### src/rtl/timer_dev_if.sv
// Data-memory side bus of the countdown timer: M-stage address/store data in,
// combinational read data, window hit and interrupt request out.
interface timer_dev_if;
  logic [31:0] Addr_In;
  logic [31:0] D_In;
  logic        MemWrite_In;
  logic [31:0] D_Out;
  logic        Hit_Out;
  logic        Irq_Out;

  modport master (output Addr_In, D_In, MemWrite_In, input D_Out, Hit_Out, Irq_Out);
  modport slave  (input Addr_In, D_In, MemWrite_In, output D_Out, Hit_Out, Irq_Out);
endinterface

### src/rtl/timer_dev.sv
// Memory-mapped 32-bit countdown timer sitting beside data memory.
// Window at BASE_ADDR: 0x0 CTRL {IM,MODE[1:0],EN}, 0x4 PRESET, 0x8 COUNT (RO),
// 0xC PRESCALE. Optional prescaler enabled with macro TIMER_PRESCALE_EN.
module timer_dev #(
  parameter logic [31:0] BASE_ADDR = 32'h0000_7F00
) (
  input logic       Clk,
  input logic       Reset,
  timer_dev_if.slave bus
);

  typedef enum logic [1:0] {IDLE, LOAD, CNT, INT} state_e;
  typedef struct packed {
    logic       im;
    logic [1:0] mode;
    logic       en;
  } ctrl_t;

  state_e      state_q, state_d;
  ctrl_t       ctrl_q, ctrl_d;
  logic [31:0] preset_q, preset_d;
  logic [31:0] count_q, count_d;
  logic        irq_flag_q, irq_flag_d;
  logic        irq_q;
  logic        tick;
  logic [1:0]  off;
  logic        wr_ctrl, wr_preset, wr_pscl;
  logic [31:0] rdata;
  logic        unused_ok;

  assign bus.Hit_Out = (bus.Addr_In[31:4] == BASE_ADDR[31:4]);
  assign off         = bus.Addr_In[3:2];
  assign wr_ctrl     = bus.MemWrite_In & bus.Hit_Out & (off == 2'd0);
  assign wr_preset   = bus.MemWrite_In & bus.Hit_Out & (off == 2'd1);
  assign wr_pscl     = bus.MemWrite_In & bus.Hit_Out & (off == 2'd3);
  assign unused_ok   = ^bus.Addr_In[1:0];
  assign bus.Irq_Out = irq_q;
  assign bus.D_Out   = rdata;

`ifdef TIMER_PRESCALE_EN
  logic [7:0] pscl_q, pscl_d, div_q, div_d;

  // One tick every PRESCALE+1 cycles while counting.
  assign tick = (div_q == pscl_q);

  // Divider restarts on every reload and whenever the ratio changes.
  always_comb begin
    pscl_d = pscl_q;
    div_d  = div_q;
    if (wr_pscl) pscl_d = bus.D_In[7:0];
    if (wr_pscl || state_q == LOAD) div_d = 8'd0;
    else if (state_q == CNT && ctrl_q.en) div_d = tick ? 8'd0 : div_q + 8'd1;
  end

  // Prescaler and divider registers.
  always_ff @(posedge Clk or negedge Reset) begin
    if (!Reset) begin
      pscl_q <= 8'd0;
      div_q  <= 8'd0;
    end else begin
      pscl_q <= pscl_d;
      div_q  <= div_d;
    end
  end
`else
  assign tick = 1'b1;
  logic unused_pscl;
  assign unused_pscl = wr_pscl;
`endif

  // Read mux; no side effects, zero outside the window.
  always_comb begin
    rdata = 32'd0;
    if (bus.Hit_Out) begin
      case (off)
        2'd0: rdata = {28'd0, ctrl_q};
        2'd1: rdata = preset_q;
        2'd2: rdata = count_q;
`ifdef TIMER_PRESCALE_EN
        2'd3: rdata = {24'd0, pscl_q};
`endif
        default: rdata = 32'd0;
      endcase
    end
  end

  // Next state: FSM first, then bus writes override CTRL, but an expiry on the
  // same edge still sets the flag so the event is never lost.
  always_comb begin
    state_d    = state_q;
    ctrl_d     = ctrl_q;
    preset_d   = preset_q;
    count_d    = count_q;
    irq_flag_d = irq_flag_q;
    case (state_q)
      IDLE: if (ctrl_q.en) state_d = LOAD;
      LOAD: begin
        count_d = preset_q;
        state_d = CNT;
      end
      CNT: begin
        if (!ctrl_q.en)             state_d = IDLE;
        else if (count_q == 32'd0) state_d = INT;
        else if (tick)             count_d = count_q - 32'd1;
      end
      INT: begin
        if (!ctrl_q.en)                 state_d = IDLE;
        else if (ctrl_q.mode == 2'b01) state_d = LOAD;
        else begin
          ctrl_d.en = 1'b0;
          state_d   = IDLE;
        end
      end
      default: state_d = IDLE;
    endcase
    if (wr_preset) preset_d = bus.D_In;
    if (wr_ctrl) begin
      ctrl_d     = ctrl_t'(bus.D_In[3:0]);
      irq_flag_d = 1'b0;
    end
    if (state_q == CNT && ctrl_q.en && count_q == 32'd0) irq_flag_d = 1'b1;
  end

  // State registers; IRQ output is registered from the next flag and mask.
  always_ff @(posedge Clk or negedge Reset) begin
    if (!Reset) begin
      state_q    <= IDLE;
      ctrl_q     <= '0;
      preset_q   <= 32'd0;
      count_q    <= 32'd0;
      irq_flag_q <= 1'b0;
      irq_q      <= 1'b0;
    end else begin
      state_q    <= state_d;
      ctrl_q     <= ctrl_d;
      preset_q   <= preset_d;
      count_q    <= count_d;
      irq_flag_q <= irq_flag_d;
      irq_q      <= irq_flag_d & ctrl_d.im;
    end
  end

endmodule
### src/flat_wrapper.sv
// flat-port wrapper written by rule: the top's interface ports become plain ports
module timer_dev_flat 
#(
  parameter logic [31:0] BASE_ADDR = 32'h0000_7F00
)
  (Clk, Reset, bus_Addr_In, bus_D_In, bus_MemWrite_In, bus_D_Out, bus_Hit_Out, bus_Irq_Out);
  timer_dev_if bus_i ();
  input logic Clk;
  input logic Reset;
  input wire logic [$bits(bus_i.Addr_In)-1:0] bus_Addr_In;
  input wire logic [$bits(bus_i.D_In)-1:0] bus_D_In;
  input wire logic [$bits(bus_i.MemWrite_In)-1:0] bus_MemWrite_In;
  output wire logic [$bits(bus_i.D_Out)-1:0] bus_D_Out;
  output wire logic [$bits(bus_i.Hit_Out)-1:0] bus_Hit_Out;
  output wire logic [$bits(bus_i.Irq_Out)-1:0] bus_Irq_Out;
  assign bus_i.Addr_In = bus_Addr_In;
  assign bus_i.D_In = bus_D_In;
  assign bus_i.MemWrite_In = bus_MemWrite_In;
  assign bus_D_Out = bus_i.D_Out;
  assign bus_Hit_Out = bus_i.Hit_Out;
  assign bus_Irq_Out = bus_i.Irq_Out;
  timer_dev #(.BASE_ADDR(BASE_ADDR)) u_core (.Clk(Clk), .Reset(Reset), .bus(bus_i));
endmodule
### config.mk
export PLATFORM = sky130hd
export DESIGN_NAME = timer_dev_flat
export DESIGN_NICKNAME = d
export VERILOG_FILES = /design/src/rtl/timer_dev_if.sv /design/src/rtl/timer_dev.sv /design/src/flat_wrapper.sv
export SDC_FILE = /design/constraint.sdc
export NUM_CORES = 1
export LEC_CHECK = 0
export CAP_MARGIN = 10
export CORE_ASPECT_RATIO = 1.5
export CORE_MARGIN = 8
export CORE_UTILIZATION = 45
export CTS_BUF_LIST = sky130_fd_sc_hd__clkbuf_4
export CTS_CLUSTER_SIZE = 10
export DETAILED_ROUTE_END_ITERATION = 6
export GPL_ROUTABILITY_DRIVEN = 0
export PLACE_DENSITY = 0.84
export SLEW_MARGIN = 20
export SYNTH_ARGS = -nofsm -noshare
export SYNTH_HDL_FRONTEND = slang
export SYNTH_SLANG_ARGS = --single-unit
### constraint.sdc
create_clock -name Clk -period 2.25 [get_ports Clk]
set_clock_uncertainty 0.15 [all_clocks]
set_input_delay 0.225 -clock Clk [delete_from_list [all_inputs] [get_ports Clk]]
set_output_delay 0.225 -clock Clk [all_outputs]
set_load 0.05 [all_outputs]
==> impl_summary.txt <==
----------------------------------------------------
[Status]
  Status ... complete, but fails checks
  Failing checks ... setup timing

[Die]
  Number of top-level pins ... 101
  Number of rows created at floorplan ... 44
  Die area ... 13150 sq um
  Core area ... 9579 sq um
  Die H ... 136.5 um
  Die Span X ... 96.33 um
  Starting Density ... 45.47%

[Finish]
  Area of all placed cells without fillers ... 6957 sq um
  Area grow syn2layout ... 59.72%
  Core Util, Final ... 72.62%
  Share of final-layout standard cells stronger than drive strength 1 ... 39.22%
  Number of fill cells in the layout ... 631
  Nets ... 707

[STA]
  Final setup margin ... -0.1995 ns
  Tmin final ... 2.450 ns
  Number of setup violations in the final report ... 43
  Max Transition Viols Final ... 0
  Unrepaired setup endpoints after global routing ... yes
  Post-route clock period utilization ... 108.9%
  Number of hold-slack violations in the final timing report ... 0
  Timing-limited maximum frequency ... 0.4082 GHz
  Headroom to the max-slew limit ... 66.26%
  Worst Hold Margin ... 0.1599 ns
  Fin Setup TNS ... -3.389 ns
  Transition time at the pin with the least slew margin ... 0.5046 ns

[Clock network]
  Buffer cell driving the clock tree root ... sky130_fd_sc_hd__clkbuf_4
  Clock sinks ... 72
  CTS tree ... yes
  Number of buffers created by CTS ... 9
  Clock transition at the registers of the reported paths ... 0.12 ns
  Number of buffers between clock root and the deepest sink ... 2
  Source-to-sink clock delay at the later pin of the worst-skew pair ... 0.47 ns
  Number of H-tree branching levels ... 3

[Worst setup path]
  Crit-path max FO ... 20
  Critical path, cell by cell ... inv_2, ha_4, nor4b_4, nand4_1, o41a_4, buf_6, a21oi_1, a21oi_1
  Buf+Inv Stages, Crit Path ... 2
  Data arrival at the endpoint of the critical path ... 2.65 ns
  CP startpoint kind ... register
  Category of cells accounting for the largest share of critical-path delay ... compound AO/OA/AOI/OAI gates
  Kind of end point of the critical path ... register
  Highest-delay cell along the critical path ... sky130_fd_sc_hd__o41a_4
  Delay of the slowest cell on the worst path ... 0.55 ns
  Crit. Startpoint ... u_core.count_q[0]$_DFFE_PN0P_
  Critical Path Most Common Cell ... sky130_fd_sc_hd__a21oi_1
  Setup CP Type ... register to register
  Critical Path RT ... 2.45 ns
  R2R Path Start ... u_core.count_q[0]$_DFFE_PN0P_

[Synthesis]
  Number of library cell types mapped by synthesis ... 51
  Number of flops mapped to enable cells by yosys ... 0
  Yosys top cell area share ... 41.37%
  Most numerous cell types in the synthesized netlist ... sky130_fd_sc_hd__dfrtp_1 (72), sky130_fd_sc_hd__nor2_1 (54), sky130_fd_sc_hd__a21oi_1 (50)
  Synth Flop Type ... sky130_fd_sc_hd__dfrtp_1
  Sequential element share of the synthesized area ... 41.37%
  #FFs+latches synth ... 72
  Post-synthesis instance area ... 4355 sq um
  Average instance area after synthesis ... 9.131 sq um
  Biggest area consumer among synthesized cells ... sky130_fd_sc_hd__dfrtp_1
  YS warnings ... 0
  Cell types occupying the most area after synthesis ... sky130_fd_sc_hd__dfrtp_1 (41%), sky130_fd_sc_hd__mux2_2 (9.3%), sky130_fd_sc_hd__a21oi_1 (5.7%)
  Synthesized netlist net count ... 549
  Most common cell in the netlist ... sky130_fd_sc_hd__dfrtp_1
  Async SR Flop Fraction ... 100.0%
  Number of instances in the synthesized netlist ... 477

[Pwr]
  Power density over the cells ... 332.7 nW/um^2
  Peak supply drop ... 0.2579 mV
  Static leakage power ... 2.920 nW

[Place]
  HPWL after detailed placement ... 9967 um
  Placed standard-cell area ... 6472 sq um
  IO buf count ... 98

[Worst hold path]
  Class of the most critical hold timing path ... primary input to async pin

[Global route]
  Via count of the first global-routing pass ... 4876
  Number of antenna violations at the first check in global routing ... 1
  Maximum number of pins on one net before global-route repair ... 73
  GRT Resource Usage Total ... 22.31%
  Gr ovfl total ... 0
  Global-route wire length before repair ... 23090 um

[Routing]
  Via count ... 4907
  Mean number of vias per cell ... 6.491
  Number of optimization iterations in the first detailed-route pass ... 6
  Iteration-0 DRC count of the detailed router ... 406
  WL per Instance ... 21.55 um
  Count of unresolved DRC violations after routing ... 0
  Remaining antenna violation count after routing ... 0
  Final Routed Wirelength ... 16290 um

[Job]
  Maxcap violations ... 0

----------------------------------------------------
## area by class of cell
class	instances	area (sq um)	area share [%]
flip-flops and latches	72	1803	25.92
well taps	115	143.9	2.068
clock buffers	11	82.58	1.187
repair buffers	184	2106	30.27
inverters	19	71.32	1.025
clock inverters	5	47.55	0.6835
multi-input cells	349	2700	38.81
diodes	1	2.502	0.03597
## cells in the final DEF (no fill, tap or decap), types with 4 or more instances in the layout
| master | count |
|---|---|
| sky130_fd_sc_hd__mux2_2 | 36 |
| sky130_fd_sc_hd__nor4_1 | 6 |
| sky130_fd_sc_hd__buf_4 | 67 |
| sky130_fd_sc_hd__o21ai_0 | 20 |
| sky130_fd_sc_hd__o32ai_1 | 7 |
| sky130_fd_sc_hd__inv_1 | 16 |
| sky130_fd_sc_hd__buf_12 | 39 |
| sky130_fd_sc_hd__a22o_1 | 5 |
| sky130_fd_sc_hd__buf_2 | 11 |
| sky130_fd_sc_hd__nand3_1 | 10 |
| sky130_fd_sc_hd__clkdlybuf4s15_1 | 4 |
| sky130_fd_sc_hd__a21oi_1 | 49 |
| sky130_fd_sc_hd__nor2_4 | 31 |
| sky130_fd_sc_hd__mux2i_1 | 6 |
| sky130_fd_sc_hd__dfrtp_1 | 71 |
| sky130_fd_sc_hd__o41ai_1 | 4 |
| sky130_fd_sc_hd__or4_4 | 5 |
| sky130_fd_sc_hd__clkbuf_16 | 4 |
| sky130_fd_sc_hd__nand2_1 | 31 |
| sky130_fd_sc_hd__clkbuf_4 | 11 |
| sky130_fd_sc_hd__dlygate4sd2_1 | 8 |
| sky130_fd_sc_hd__buf_6 | 9 |
| sky130_fd_sc_hd__nor3_1 | 6 |
| sky130_fd_sc_hd__a22oi_1 | 29 |
| sky130_fd_sc_hd__nor2_1 | 22 |
| sky130_fd_sc_hd__clkdlybuf4s50_1 | 37 |
| sky130_fd_sc_hd__o31ai_1 | 4 |
| sky130_fd_sc_hd__o22ai_1 | 11 |
| sky130_fd_sc_hd__nor4_2 | 6 |
| sky130_fd_sc_hd__nand4_1 | 5 |
## per-stage QoR
stage	power [mW]	cells	setup WS [ns]
2_1_floorplan	1.347	477	-0.04119
3_3_place_gp	1.510	720	-0.4335
3_5_place_dp	1.515	720	-0.4951
4_1_cts	2.299	745	-0.01522
5_1_grt	2.371	756	-0.2856
6_report	2.314	756	-0.1995
## logic make-up (layout without fill, tap and decap cells)
| logic type | after synthesis | in the layout | share of synthesized area [%] |
|---|---|---|---|
| AOI/OAI and AO/OA | 153 | 153 | 23.07 |
| and+or+nand+nor | 149 | 149 | 17.95 |
| DFF | 72 | 72 | 41.37 |
| muxes | 42 | 42 | 10.69 |
| other | 0 | 1 | 0 |
| adders and majority gates | 5 | 5 | 1.436 |
| buffers and inverters | 56 | 219 | 5.487 |
## registers in the layout, summed over array words and instances, names as in the netlist
register            flops
u_core.count_q         32
u_core.irq_flag_q       1
u_core.preset_q        32
u_core.state_q          2
u_core.ctrl_q           4
u_core.bus.Irq_Out      1
## worst min-delay path: stages
cell and delay [ns]:
sky130_fd_sc_hd__dlygate4sd3_1 0.52, sky130_fd_sc_hd__buf_2 0.12, sky130_fd_sc_hd__buf_12 0.33
## power by group
group	switching (mW)	internal (mW)	total, mW
combinational	0.0826	0.105	0.188
clock	0.480	0.353	0.833
sequential	0.0000000493	1.29	1.29
## repair_timing
item                                   4_1_cts  5_1_grt
gates resized for setup                     96       16
pin swaps                                   17        9
buffers inserted                             7        6
cloned                                       1        4
endpoints found under the hold margin       72        0
hold buffers                                 1        0
setup endpoints to repair                   42       67
## final timing paths
check | to | slack, ns | cells after the start
min reg2reg | u_core.ctrl_q[2]$_DFFE_PN0P_ | 0.40 | 1
min | u_core.preset_q[6]$_DFFE_PN0P_ | 0.16 | 3
max in group asynchronous | u_core.state_q[1]$_DFFE_PN0P_ | 1.44 | 3
min in group Clk | u_core.preset_q[18]$_DFFE_PN0P_ | 0.22 | 2
max | u_core.count_q[8]$_DFFE_PN0P_ | -0.20 | 8
max reg2reg | u_core.count_q[8]$_DFFE_PN0P_ | -0.20 | 8
## per-layer routing
layer | track usage, % | routed length (um) | up-vias
li1 | - | - | 2110
met1 | 23.00 | 5525 | 2339
met2 | 41.00 | 8600 | 359
met3 | 3.679 | 1150 | 99
met4 | 12.26 | 1012 | 0
met5 | 0 | 0 | -
Power figures use the tool's default switching activity.
